**src/rtl/cmp_seq_unit.sv**
```systemverilog
// Multi-cycle magnitude comparator: CHUNK bits per cycle, MSB chunk first, signed or unsigned.
// Define CMP_EARLY_EXIT_EN to finish as soon as the first differing chunk is seen.
module cmp_seq_unit #(
  parameter int unsigned WIDTH = 32,
  parameter int unsigned CHUNK = 8
) (
  input  logic             clk,
  input  logic             reset,
  input  logic             start,
  input  logic [WIDTH-1:0] A,
  input  logic [WIDTH-1:0] B,
  input  logic             sgn,
  input  logic [2:0]       op,
  output logic             busy,
  output logic             done,
  output logic             equal,
  output logic             great,
  output logic             less,
  output logic             cond
);

  localparam int unsigned NChunk = WIDTH / CHUNK;
  localparam int unsigned IdxW   = (NChunk > 1) ? $clog2(NChunk) : 1;

  typedef enum logic [1:0] {StIdle, StBusy, StDone} state_e;

  state_e           state_q, state_d;
  logic [IdxW-1:0]  idx_q, idx_d;
  logic [WIDTH-1:0] a_q, a_d, b_q, b_d;
  logic             sgn_q, sgn_d;
  logic [2:0]       op_q, op_d;
  logic             decided_q, decided_d, gt_q, gt_d, lt_q, lt_d;
  logic             busy_q, busy_d, done_q, done_d;
  logic             equal_q, equal_d, great_q, great_d, less_q, less_d, cond_q, cond_d;

  logic [CHUNK-1:0] a_ch, b_ch;
  logic             ch_gt, ch_lt, res_dec, res_gt, res_lt, finish;

  function automatic logic sel_cond(input logic [2:0] o, input logic eq, input logic gt,
                                    input logic lt);
    logic c;
    case (o)
      3'd0:    c = eq;
      3'd1:    c = ~eq;
      3'd2:    c = lt;
      3'd3:    c = lt | eq;
      3'd4:    c = gt;
      3'd5:    c = gt | eq;
      default: c = 1'b0;
    endcase
    return c;
  endfunction

  // Signed order on the top chunk is unsigned order with the sign bit flipped.
  always_comb begin
    a_ch = '0;
    b_ch = '0;
    for (int unsigned i = 0; i < NChunk; i++) begin
      if (idx_q == IdxW'(i)) begin
        a_ch = a_q[i*CHUNK +: CHUNK];
        b_ch = b_q[i*CHUNK +: CHUNK];
      end
    end
    if (sgn_q && (idx_q == IdxW'(NChunk - 1))) begin
      a_ch[CHUNK-1] = ~a_ch[CHUNK-1];
      b_ch[CHUNK-1] = ~b_ch[CHUNK-1];
    end
  end

  assign ch_gt   = a_ch > b_ch;
  assign ch_lt   = a_ch < b_ch;
  assign res_dec = decided_q | ch_gt | ch_lt;
  assign res_gt  = decided_q ? gt_q : ch_gt;
  assign res_lt  = decided_q ? lt_q : ch_lt;

`ifdef CMP_EARLY_EXIT_EN
  assign finish = (idx_q == '0) | ch_gt | ch_lt;
`else
  assign finish = (idx_q == '0);
`endif

  always_comb begin
    state_d   = state_q;
    idx_d     = idx_q;
    a_d       = a_q;
    b_d       = b_q;
    sgn_d     = sgn_q;
    op_d      = op_q;
    decided_d = decided_q;
    gt_d      = gt_q;
    lt_d      = lt_q;
    equal_d   = equal_q;
    great_d   = great_q;
    less_d    = less_q;
    cond_d    = cond_q;
    case (state_q)
      StIdle, StDone: begin
        state_d = StIdle;
        if (start) begin
          state_d   = StBusy;
          idx_d     = IdxW'(NChunk - 1);
          a_d       = A;
          b_d       = B;
          sgn_d     = sgn;
          op_d      = op;
          decided_d = 1'b0;
          gt_d      = 1'b0;
          lt_d      = 1'b0;
        end
      end
      StBusy: begin
        decided_d = res_dec;
        gt_d      = res_gt;
        lt_d      = res_lt;
        if (finish) begin
          state_d = StDone;
          equal_d = ~res_dec;
          great_d = res_gt;
          less_d  = res_lt;
          cond_d  = sel_cond(op_q, ~res_dec, res_gt, res_lt);
        end else begin
          idx_d = idx_q - IdxW'(1);
        end
      end
      default: state_d = StIdle;
    endcase
    busy_d = (state_d == StBusy);
    done_d = (state_d == StDone);
  end

  always_ff @(posedge clk or posedge reset) begin
    if (reset) begin
      state_q   <= StIdle;
      idx_q     <= '0;
      a_q       <= '0;
      b_q       <= '0;
      sgn_q     <= 1'b0;
      op_q      <= 3'd0;
      decided_q <= 1'b0;
      gt_q      <= 1'b0;
      lt_q      <= 1'b0;
      busy_q    <= 1'b0;
      done_q    <= 1'b0;
      equal_q   <= 1'b0;
      great_q   <= 1'b0;
      less_q    <= 1'b0;
      cond_q    <= 1'b0;
    end else begin
      state_q   <= state_d;
      idx_q     <= idx_d;
      a_q       <= a_d;
      b_q       <= b_d;
      sgn_q     <= sgn_d;
      op_q      <= op_d;
      decided_q <= decided_d;
      gt_q      <= gt_d;
      lt_q      <= lt_d;
      busy_q    <= busy_d;
      done_q    <= done_d;
      equal_q   <= equal_d;
      great_q   <= great_d;
      less_q    <= less_d;
      cond_q    <= cond_d;
    end
  end

  assign busy  = busy_q;
  assign done  = done_q;
  assign equal = equal_q;
  assign great = great_q;
  assign less  = less_q;
  assign cond  = cond_q;

endmodule

```
**config.mk**
```make
export PLATFORM = sky130hd
export DESIGN_NAME = cmp_seq_unit
export DESIGN_NICKNAME = d
export VERILOG_FILES = /design/src/rtl/cmp_seq_unit.sv
export SDC_FILE = /design/constraint.sdc
export NUM_CORES = 1
export LEC_CHECK = 0
export CORE_MARGIN = 2
export CORE_UTILIZATION = 45
export DETAILED_ROUTE_END_ITERATION = 16
export GPL_TIMING_DRIVEN = 0
export PLACE_DENSITY = 0.7
export REMOVE_ABC_BUFFERS = 1
export SLEW_MARGIN = 20
export SYNTH_ARGS = -nofsm -noshare
export SYNTH_HDL_FRONTEND = slang
export SYNTH_SLANG_ARGS = --single-unit
```
**constraint.sdc**
```tcl
create_clock -name clk -period 2.65 [get_ports clk]
set_clock_uncertainty 0.05 [all_clocks]
set_input_delay 0.53 -clock clk [delete_from_list [all_inputs] [get_ports clk]]
set_output_delay 0.53 -clock clk [all_outputs]
set_load 0.05 [all_outputs]
```
; Word level (Yosys, flattened, before mapping)
; Index checks and enable logic that the tools add are counted.
; Widths: inputs -> output; s select.
[totals]
inputBits = 71
ram_bits = 0
register_bits = 81
romBits = 0
latch_bits = 0
output_inout_bits = 6
n_memories = 0
word_cells = 72
[classes]
addsub = 1
bitwise = 7
order_cmp = 2
multipliers = 0
shift = 0
n_mux = 23
eq_ne = 14
div = 0
reduce_logical = 10
[ops]
columns = op, count
row1 = $mux 8, 8
row2 = $eq 2x2->1 const B, 4
row3 = $gt 8x8->1, 1
row4 = $lt 8x8->1, 1
row5 = $pmux 2 s2, 2
row6 = $eq 2x1->1 const B, 3
row7 = $eq 3x2->1 const B, 2
row8 = $eq 3x3->1 const B, 2
row9 = $mux 1, 6
row10 = $mux 2, 3
row11 = $pmux 1 s2, 3
row12 = $pmux 1 s6, 1
row13 = $reduce_and 2->1, 3
row14 = $logic_not 2->1, 2
row15 = $ne 2x2->1 const B, 2
row16 = $or 1x1->1, 4
row17 = $eq 3x1->1 const B, 1
row18 = $logic_not 3->1, 1
row19 = $not 1->1, 3
row20 = $reduce_and 3->1, 1
row21 = $reduce_bool 2->1, 1
row22 = $reduce_or 2->1, 1
row23 = $sub 2x1->2 const B, 1
row24 = $logic_and 1x1->1, 1

; Longest topological paths before layout
[depth]
depth_word = 13
ltp_mapped = 15
depth_no_buf = 13

; Worst setup path after synthesis
; No wires, ideal clock.
[synth_timing]
path_type = register to register
start = register idx_q[1]
end = register cond_q (netlist: cond)
path_slack_ns = -0.258
period_less_slack_ns = 2.908
required_ns = 2.520
path_buffers = 2
t_arrival_ns = 2.777
setup_time_ns = 0.080
path_stages_with_launch = 15
cell_sequence = dfrtp_1 > inv_1 > ha_1 > clkbuf_1 > clkbuf_1 > nand3b_1 > a21oi_1 > a211oi_1 > a21oi_1 > ha_1 > nand4_4 > or4_1 > a21oi_1 > o21ai_1 > o211ai_2
[synth_between]
elab_chain_len = 13
word_cells_on_any_way = 28
classes_between = order compare: 2 / eq/ne: 3 / mux: 13 / bitwise: 7 / reduce/logical: 3
[synth_rtl]
columns = item, line
row1 = from (decl), 28  ; logic [IdxW-1:0] idx_q, idx_d;
row2 = from (signal assigned), 150  ; idx_q <= idx_d;
row3 = $logic_not 2->1, "59, 79"
row4 = $mux 8 (4 in series), 59  ; if (idx_q == IdxW'(i)) begin
row5 = "$not 1->1, on equally long branches", "65, 66"
row6 = $mux 1, 64  ; if (sgn_q && (idx_q == IdxW'(NChunk - 1))) begin
row7 = $gt 8x8->1, 70  ; assign ch_gt = a_ch > b_ch;
row8 = $or 1x1->1 (2 in series), 72  ; assign res_dec = decided_q | ch_gt | ch_lt;
row9 = $not 1->1, 120  ; cond_d = sel_cond(op_q, ~res_dec, res_gt, res_lt);
row10 = "$or 1x1->1, on equally long branches", "48, 46"
row11 = $pmux 1 s6, 42  ; case (o)
row12 = to (signal assigned), 163  ; cond_q <= cond_d;
row13 = to (decl), 34  ; logic equal_q, equal_d, great_q, great_d, less_q, less_d, cond_q, cond_d;
; Parallel ways exist; a longest one is shown, timed or not.
; A chain may end at the register's enable or synchronous reset.

; Final worst setup path
[layout_timing]
start = register idx_q[0]
end = register cond_q (netlist: cond)
; The elaborated chain is that of the path after synthesis.

==> reports/qor.yml <==
crit_family: "simple AND/OR/NAND/NOR gates"
rsz0062_at_grt: "true"
report.final.setup_viol: 7
status: "finished, violations left"
route.detailed.drc: 0
fillerInstances: 753
ys.flop_type: "dfrtp_1"
violations: "setup timing"
ant_nets: 0
fin_crit_sh_pct: 108
synthDistinctLibCells: 43
netlist_area_um2: 3990
die_w_um: 98.1
synth_common_cells: "nand2_1 (226), dfrtp_1 (81), a21oi_1 (36)"
final_area_um2: 5550
max-slew-margin-rel_pct: 47.2
die_area_um2: 9630
p_per_area_nw_per_um2: 1240
min_path_type: "reg2reg"
fmax_ghz: 0.348
synth_area_per_cell_um2: 8.26
hold_ws_ns: 0.429
path_buf_inv: 2
placed_area_um2: 4840
fin_ws_ns: -0.223
clock-sinks: 81
worstSetupPathType: "reg2reg"
power.leakage_nw: 2.61
globalplace.congestion: 0.744
area_growth_syn_to_layout_pct: 39.1
ir_drop_mv: 0.485
crit_chain: "inv_2 -> ha_4 -> nor2b_4 -> buf_6 -> a221oi_4 -> nor3_2 -> a21oi_1 -> ha_1 -> nand4_1 -> or4_4 -> a21oi_2 -> o21ai_2 -> o211ai_2"
drive_gt1_share_pct: 15.1
cpMaxStageDelayCell: "or4_4"
drt-wirelength-per-cell_um: 14.8
critPathLaunchType: "register"
max-cap-violations: 0
synthTopCellsByArea: "dfrtp_1 (51%), nand2_1 (21%), a21oi_1 (4.5%)"
rows: 34
max_stage_delay_ns: 0.51
netlist_instances: 483
core_um2: 8640
crit_cells: 13
endpoint_kind: "register"
start_util_pct: 46.2
clkSlewWorstSetupHoldPaths_ns: 0.09
h-tree-depth: 3
synth_edf_count: 0
cts_hold_buffers: 0
hold_path_depth: 2
cts-root-buf: "clkbuf_8"
grt_max_degree: 73
totalWireLength_mm: 10.2
cts_max_path_buffers: 2
slew_violations: 0
arrival_ns: 3.10
vias_per_cell: 5.14
grt_overflow: 0
synth_seq_area_share_pct: 50.8
total_power_mw: 6.90
grt_pass1_vias: 3414
worst_slew_pin_slew_ns: 0.791
grt_usage_pct: 21.7
final_nets: 659
hpwl_mm: 5.93
antenna_cells_inserted: 0
min_period_ns: 2.87
crit_fanout: 4
yosys.area.top_type_share_pct: 50.8
r2r_setup_slack_ns: -0.22
clk_latency_ns: 0.36
crit_required_ns: 2.88
num_io_pins: 77
die_height_um: 98.1
dr.pass1.iters: 4
synthArstFlopShare_pct: 100
finalCoreUtilization_pct: 64.2
drt_iter0_markers: 142
worst_r2r_path_depth: 13
cts_buffers: 9
synth.most_common_cell: "nand2_1"
yosys_warnings: 0
grt_antenna_before_repair: 0
ys_ff_latch: 81
port_buffers: 76
cts_tree: "yes"
finalSetupTns_ns: -0.839
num_vias: 3540
yosysTopAreaCell: "dfrtp_1"
final_hold_viol_count: 0
grt_pass1_wl_mm: 16.6
==> flip-flops by register name, indices dropped and copies added, names as in the netlist <==
name / cells
sgn_q: 1
b_q: 32
less: 1
op_q: 3
idx_q: 2
done: 1
gt_q: 1
state_q: 2
cond: 1
busy: 1
equal: 1
lt_q: 1
decided_q: 1
a_q: 32
great: 1
==> cells in the final DEF, fill, tap and decap left out, types with 2 or more instances in the layout <==
cell	instances
nand2_1	226
dfrtp_1	80
clkdlybuf4s50_1	76
a21oi_1	29
buf_4	16
o21ai_1	12
clkbuf_8	10
nor2b_1	9
nand3b_1	9
nor2_1	8
ha_1	8
buf_6	8
a21oi_2	7
nor3_1	6
o211ai_1	5
ha_4	4
buf_12	4
buf_8	4
xnor2_1	3
inv_2	3
a221oi_2	3
nand3_1	2
a21o_1	2
and2b_1	2
clkinv_2	2
nand2b_1	2
nor2b_4	2
a31oi_1	2
a221oi_1	2
nor3_2	2
o21ai_2	2
bufinv_16	2
==> layout make-up <==
cell class | count | area (um2) | area share, %
clock buffer | 10 | 138 | 2.48
clock inverter | 6 | 90.1 | 1.62
inverter | 6 | 40.0 | 0.722
multi-input combinational | 369 | 2000 | 36.1
sequential | 81 | 2030 | 36.6
tap | 108 | 135 | 2.44
timing repair buffer | 109 | 1120 | 20.1
==> stage by stage <==
| stage | cells | worst slack, ns |
|---|---|---|
| after floorplan | 456 | -0.528 |
| after global placement | 640 | -2.14 |
| after detailed placement | 642 | -1.07 |
| after CTS | 682 | -0.136 |
| after global routing | 689 | -0.344 |
| final | 689 | -0.223 |
==> logic make-up (layout without fill, tap and decap cells) <==
kind of cell | Yosys count | in the layout | synth area share, %
DFF | 81 | 81 | 50.8
adders and majority gates | 12 | 12 | 3.77
and+or+nand+nor | 279 | 279 | 29.7
buffers and inverters | 33 | 131 | 3.51
AOI/OAI and AO/OA | 75 | 75 | 11.5
xor gates and xnor gates | 3 | 3 | 0.659
==> per-layer routing <==
metal | track usage [%] | routed length, um | vias up
met1 | 29.7 | 4480 | 1658
met3 | 4.01 | 515 | 20
met5 | 0 | 0 | -
met2 | 34.7 | 4980 | 103
met4 | 8.01 | 221 | 0
li1 | - | - | 1759
==> report_power, final <==
group          switching (mW)  leakage, nW  internal (mW)  total (mW)
clock network           0.473        0.113          0.560        1.03
registers               0.399         1.00           1.80        2.20
logic                    1.98         1.49           1.68        3.66
total                    2.85         2.61           4.05        6.90
==> worst reg2reg max path, cell delays in order, from the launching register on <==
cell	delay [ns]
dfrtp_2	0.45
inv_2	0.10
ha_4	0.16
nor2b_4	0.22
buf_6	0.14
a221oi_4	0.06
nor3_2	0.16
a21oi_1	0.06
ha_1	0.34
nand4_1	0.15
or4_4	0.52
a21oi_2	0.18
o21ai_2	0.08
o211ai_2	0.13
==> timing repair <==
action,in CTS,in global routing
cloned,0,0
setup buffers,24,9
setup endpoints to repair,7,7
endpoints found under the hold margin,0,0
gates resized for setup,24,27
pin swaps,23,20
==> worst paths after layout <==
kind                          start  endpoint
setup / recovery           idx_q[0]      cond
hold / removal              a_q[23]   a_q[23]
setup reg to reg           idx_q[0]      cond
hold reg to reg             a_q[23]   a_q[23]
max in group asynchronous     reset    a_q[8]
min in group asynchronous     reset   a_q[12]
Note: power is estimated with default switching activity, not from simulation.
==> variant 1, RTL diff (config.mk and constraints unchanged) <==
Build with the macro `CMP_EARLY_EXIT_EN` defined.
--- a/src/rtl/cmp_seq_unit.sv
+++ b/src/rtl/cmp_seq_unit.sv
@@ -1,5 +1,7 @@
 // Multi-cycle magnitude comparator: CHUNK bits per cycle, MSB chunk first, signed or unsigned.
 // Define CMP_EARLY_EXIT_EN to finish as soon as the first differing chunk is seen.
+`define CMP_EARLY_EXIT_EN
+
 module cmp_seq_unit #(
   parameter int unsigned WIDTH = 32,
   parameter int unsigned CHUNK = 8
Formal check against the unedited RTL: not equivalent (a bounded check fails within 4 cycles, from zero or initial values and one cycle with reset high).
==> variant 1 against the original RTL <==
- the flow still finishes with violations (setup timing)
- wire length fell by 8.1%
- worst setup slack got worse by 0.24 ns
- synthesized area fell by 1.9%
- non-clock buffer count fell by 10
- sequential cell count did not move
- core utilization fell by 2.2 points
- cell area fell by 3.9%
Power is not compared: it rests on default switching activity, and its combinational part moved more than twofold at a synthesized area within 25%.
==> variant 1: results (changes against the original RTL) <==
| Metric | Value |
|---|---|
| Failing checks | `setup timing` |
| Status | `finished with violations` |
| Share of layout cells above drive strength 1 | `0.116 (-0.0351)` |
| Synth cell types | `34 (-21%)` |
| IO Port Bufs | `76 (unchanged)` |
| Delay-heaviest family, CP | `adder cells` |
| First-pass DRT Iterations | `5 (+1)` |
| First-pass GRT wire length | `15.7 mm (-5.5%)` |
| Clk pin slew, worst setup/hold paths | `0.09 ns (about the same)` |
| GPL Wtd Cong | `0.816 (+9.8%)` |
| Sequential fraction of the synthesis area | `0.518 (+0.00975)` |
| Vias in the first global route | `3419 (+0.15%)` |
| Hold Crit Endpoint | `a_q[15]$_DFFE_PP0P_` |
| Pin count of the biggest net entering global routing | `72 (-1.4%)` |
| Top Registers | `a_q (32), b_q (32), op_q (3)` |
| H-tree depth | `3 (unchanged)` |
| Critical path's slowest cell | `dfrtp_2` |
| Total Routed Length | `9.37 mm (-8.1%)` |
| Worst-Margin Slew | `0.772 ns (-0.0196 ns)` |
| CP Depth | `16 (+3)` |
| WHS | `0.429 ns (+0.000129 ns)` |
| DRT iter0 DRCs | `157 (+11%)` |
| Dominant cells by area after synthesis | `dfrtp_1, nand2_1, a21oi_1, ha_1, nor2_1` |
| Top post-synthesis cells by count | `nand2_1, dfrtp_1, a21oi_1, nor2_1, clkbuf_1` |
| DR vias/cell | `4.98 (-3.1%)` |
| Post-DP HPWL | `5.85 mm (-1.3%)` |
| Worst slack, placed | `-1.50 ns (-0.435 ns)` |
| CP peak stage delay | `0.43 ns (-0.08 ns)` |
| Path depth of the worst reg2reg path | `16 (+3)` |
| Setup-failing EPs final | `13 (+6)` |
| Overall Global Routing Usage | `0.207 (-0.0103)` |
| Filler Cell Count | `760 (+0.93%)` |
| Total Nets Final | `654 (-0.76%)` |
| Fin worst setup slack | `-0.466 ns (-0.242 ns)` |
[variant 1: cell count changes in the layout (fill, tap and decap cells not counted), moves of 5 or more]
cell      unedited run  this run
a21oi_2              7         2
buf_6                8         3
mux2i_1              0         5
nand2_1            226       233
nand3b_1             9         0
nor2_1               8        32
nor2b_1              9         1
o21ai_0              1         9
o21ai_1             12         6
[variant 1: routing by layer]
metal | GRT usage | up-vias | part of all wire
li1 | - | 1730 | -
met1 | 0.263 | 1562 | 0.44
met2 | 0.354 | 89 | 0.49
met3 | 0.0360 | 23 | 0.041
met4 | 0.0791 | 0 | 0.025
met5 | 0 | - | 0
[variant 1: kinds of logic after synthesis]
group                      count (synthesis)  synth area share
and+or+nand+nor                          283             0.281
buffers and inverters                     35            0.0345
DFF                                       81             0.518
muxes                                      6            0.0166
AOI/OAI and AO/OA                         69             0.104
xor gates and xnor gates                   2           0.00448
adders and majority gates                 13            0.0413
[variant 1: per-stage QoR]
step,TNS [ns],area (um2),std cells,util
after detailed placement,-15.15,4790,648,0.558
final,-3.91,5330,684,0.620
after global placement,-260.95,4700,645,0.547
after CTS,-3.07,5270,680,0.613
after floorplan,-38.33,3800,461,-
after global routing,-5.98,5330,684,0.620
[variant 1: timing repair]
action / in CTS / in global routing
resized for setup: 30 / 9
setup endpoints to repair: 13 / 13
gates cloned: 1 / 0
pin swaps: 23 / 12
buffers inserted: 15 / 4
[variant 1: final cells by class]
cell class,count,area share
inverters,7,0.00587
flip-flops and latches,81,0.380
multi-input cells,373,0.352
repair buffers,99,0.199
clock buffers,9,0.0232
well taps,108,0.0253
clock inverters,7,0.0134
[variant 1: power by group]
group | switching [mW] | internal (mW)
Clock | 0.462 | 0.433
Combinational | 0.453 | 0.386
Sequential | 0.112 | 1.42
==> variant 2, RTL diff (config.mk and constraints unchanged) <==
Made on the original files. Put one more register stage on the output `done`. The value now appears one clock later. The other outputs are not delayed to match.
--- a/src/rtl/cmp_seq_unit.sv
+++ b/src/rtl/cmp_seq_unit.sv
@@ -165,7 +165,9 @@
   end
 
   assign busy  = busy_q;
-  assign done  = done_q;
+  always_ff @(posedge clk) begin
+    done <= done_q;
+  end
   assign equal = equal_q;
   assign great = great_q;
   assign less  = less_q;
Function: changed (Yosys sat finds a counterexample within 10 cycles, from zero or initial values and one cycle with reset high).
==> variant 2 against the original RTL <==
- the run still ends with setup timing left
- fmax is 2.4% higher
- cell area fell by 2.5%
- worst setup slack better by 0.066 ns
- power decreased by 5.3%
- synthesized area increased by 0.50%
- sequential cell count grew 1
- wire length fell by 5.1%
- largest power group unchanged
- highest routed layer unchanged
==> variant 2: results (changes against the original RTL) <==
| Metric | Value |
|---|---|
| Final setup TNS | `-0.596 ns (+0.244 ns)` |
| Post-DP HPWL | `5.88 mm (-0.71%)` |
| Total Nets Final | `651 (-1.2%)` |
| Async SR Flop Fraction | `0.988 (-0.0122)` |
| Setup-failing EPs final | `6 (-1)` |
| Max_slew headroom | `0.477 (+0.00410)` |
| Placed cell areas | `4860 um2 (+0.41%)` |
| Vias in the first global route | `3442 (+0.82%)` |
| Overall Global Routing Usage | `0.211 (-0.00588)` |
| Placed cells | `643 (+0.16%)` |
| Leakage | `2.54 nW (-2.6%)` |
| Crit path DAT | `3.04 ns (-0.06 ns)` |
| Max VDD drop | `435 uV (-10%)` |
| First-pass GRT wire length | `16.3 mm (-1.8%)` |
| Max FO, Critical Path | `16 (+12)` |
| XOR/XNOR Fraction of Synth Area | `0.00656 (-0.0000329)` |
| GPL Wtd Cong | `0.756 (+1.6%)` |
| DRT iter0 DRCs | `118 (-17%)` |
| Final std cells w/o fill | `680 (-1.3%)` |
| Fin worst setup slack | `-0.157 ns (+0.0664 ns)` |
| Failing checks | `setup timing` |
| Filler Cell Count | `756 (+0.40%)` |
| Synth Area in Compound Gates | `0.115 (-0.000575)` |
| Status | `finished with violations` |
| Adder and majority cell fraction of the synthesized area | `0.0375 (-0.000188)` |
-- variant 2: power breakdown --
group	total, mW	internal (mW)	switching [mW]
clock network	0.963	0.520	0.442
registers	2.22	1.82	0.394
logic	3.35	1.49	1.86
total	6.53	3.84	2.70
-- variant 2: timing repair --
item / in CTS / in global routing
endpoints found under the setup margin: 7 / 7
gates resized for setup: 28 / 10
buffers inserted: 22 / 0
hold buffers: 0 / 0
pin swaps: 23 / 7
-- variant 2: cell type report --
| class | instances | area share |
|---|---|---|
| flip-flops and latches | 82 | 0.379 |
| multi-input cells | 369 | 0.363 |
| repair buffers | 100 | 0.187 |
| well taps | 108 | 0.0250 |
| clock buffers | 9 | 0.0229 |
| clock inverters | 6 | 0.0153 |
| inverters | 6 | 0.00787 |
-- variant 2: path summary, 6_finish.rpt --
path                                       from                  end  slack, ns  depth (start not counted)
min reg2reg                    done_q$_DFF_PP0_         done$_DFF_P_       0.30                          0
max reg2reg                idx_q[1]$_DFFE_PP0P_     cond$_DFFE_PP0P_      -0.16                         12
min in group asynchronous                 reset  a_q[20]$_DFFE_PP0P_       0.50                          2
max in group asynchronous                 reset  b_q[20]$_DFFE_PP0P_       1.45                          3
min                            done_q$_DFF_PP0_         done$_DFF_P_       0.30                          0
max                        idx_q[1]$_DFFE_PP0P_     cond$_DFFE_PP0P_      -0.16                         12
-- variant 2: kinds of logic (layout without fill, tap and decap cells) --
family | count (synthesis) | in the layout
adder cells (fa/ha/maj) | 12 | 12
buffers and inverters | 33 | 121
AND/OR/NAND/NOR | 279 | 279
XOR/XNOR | 3 | 3
flip-flops | 82 | 82
AO/OA/AOI/OAI | 75 | 75
-- variant 2: metal layers --
layer	track usage	wire [um]
met5	0	0
met4	0.0759	160
met3	0.0265	383
met2	0.342	4560
met1	0.294	4570
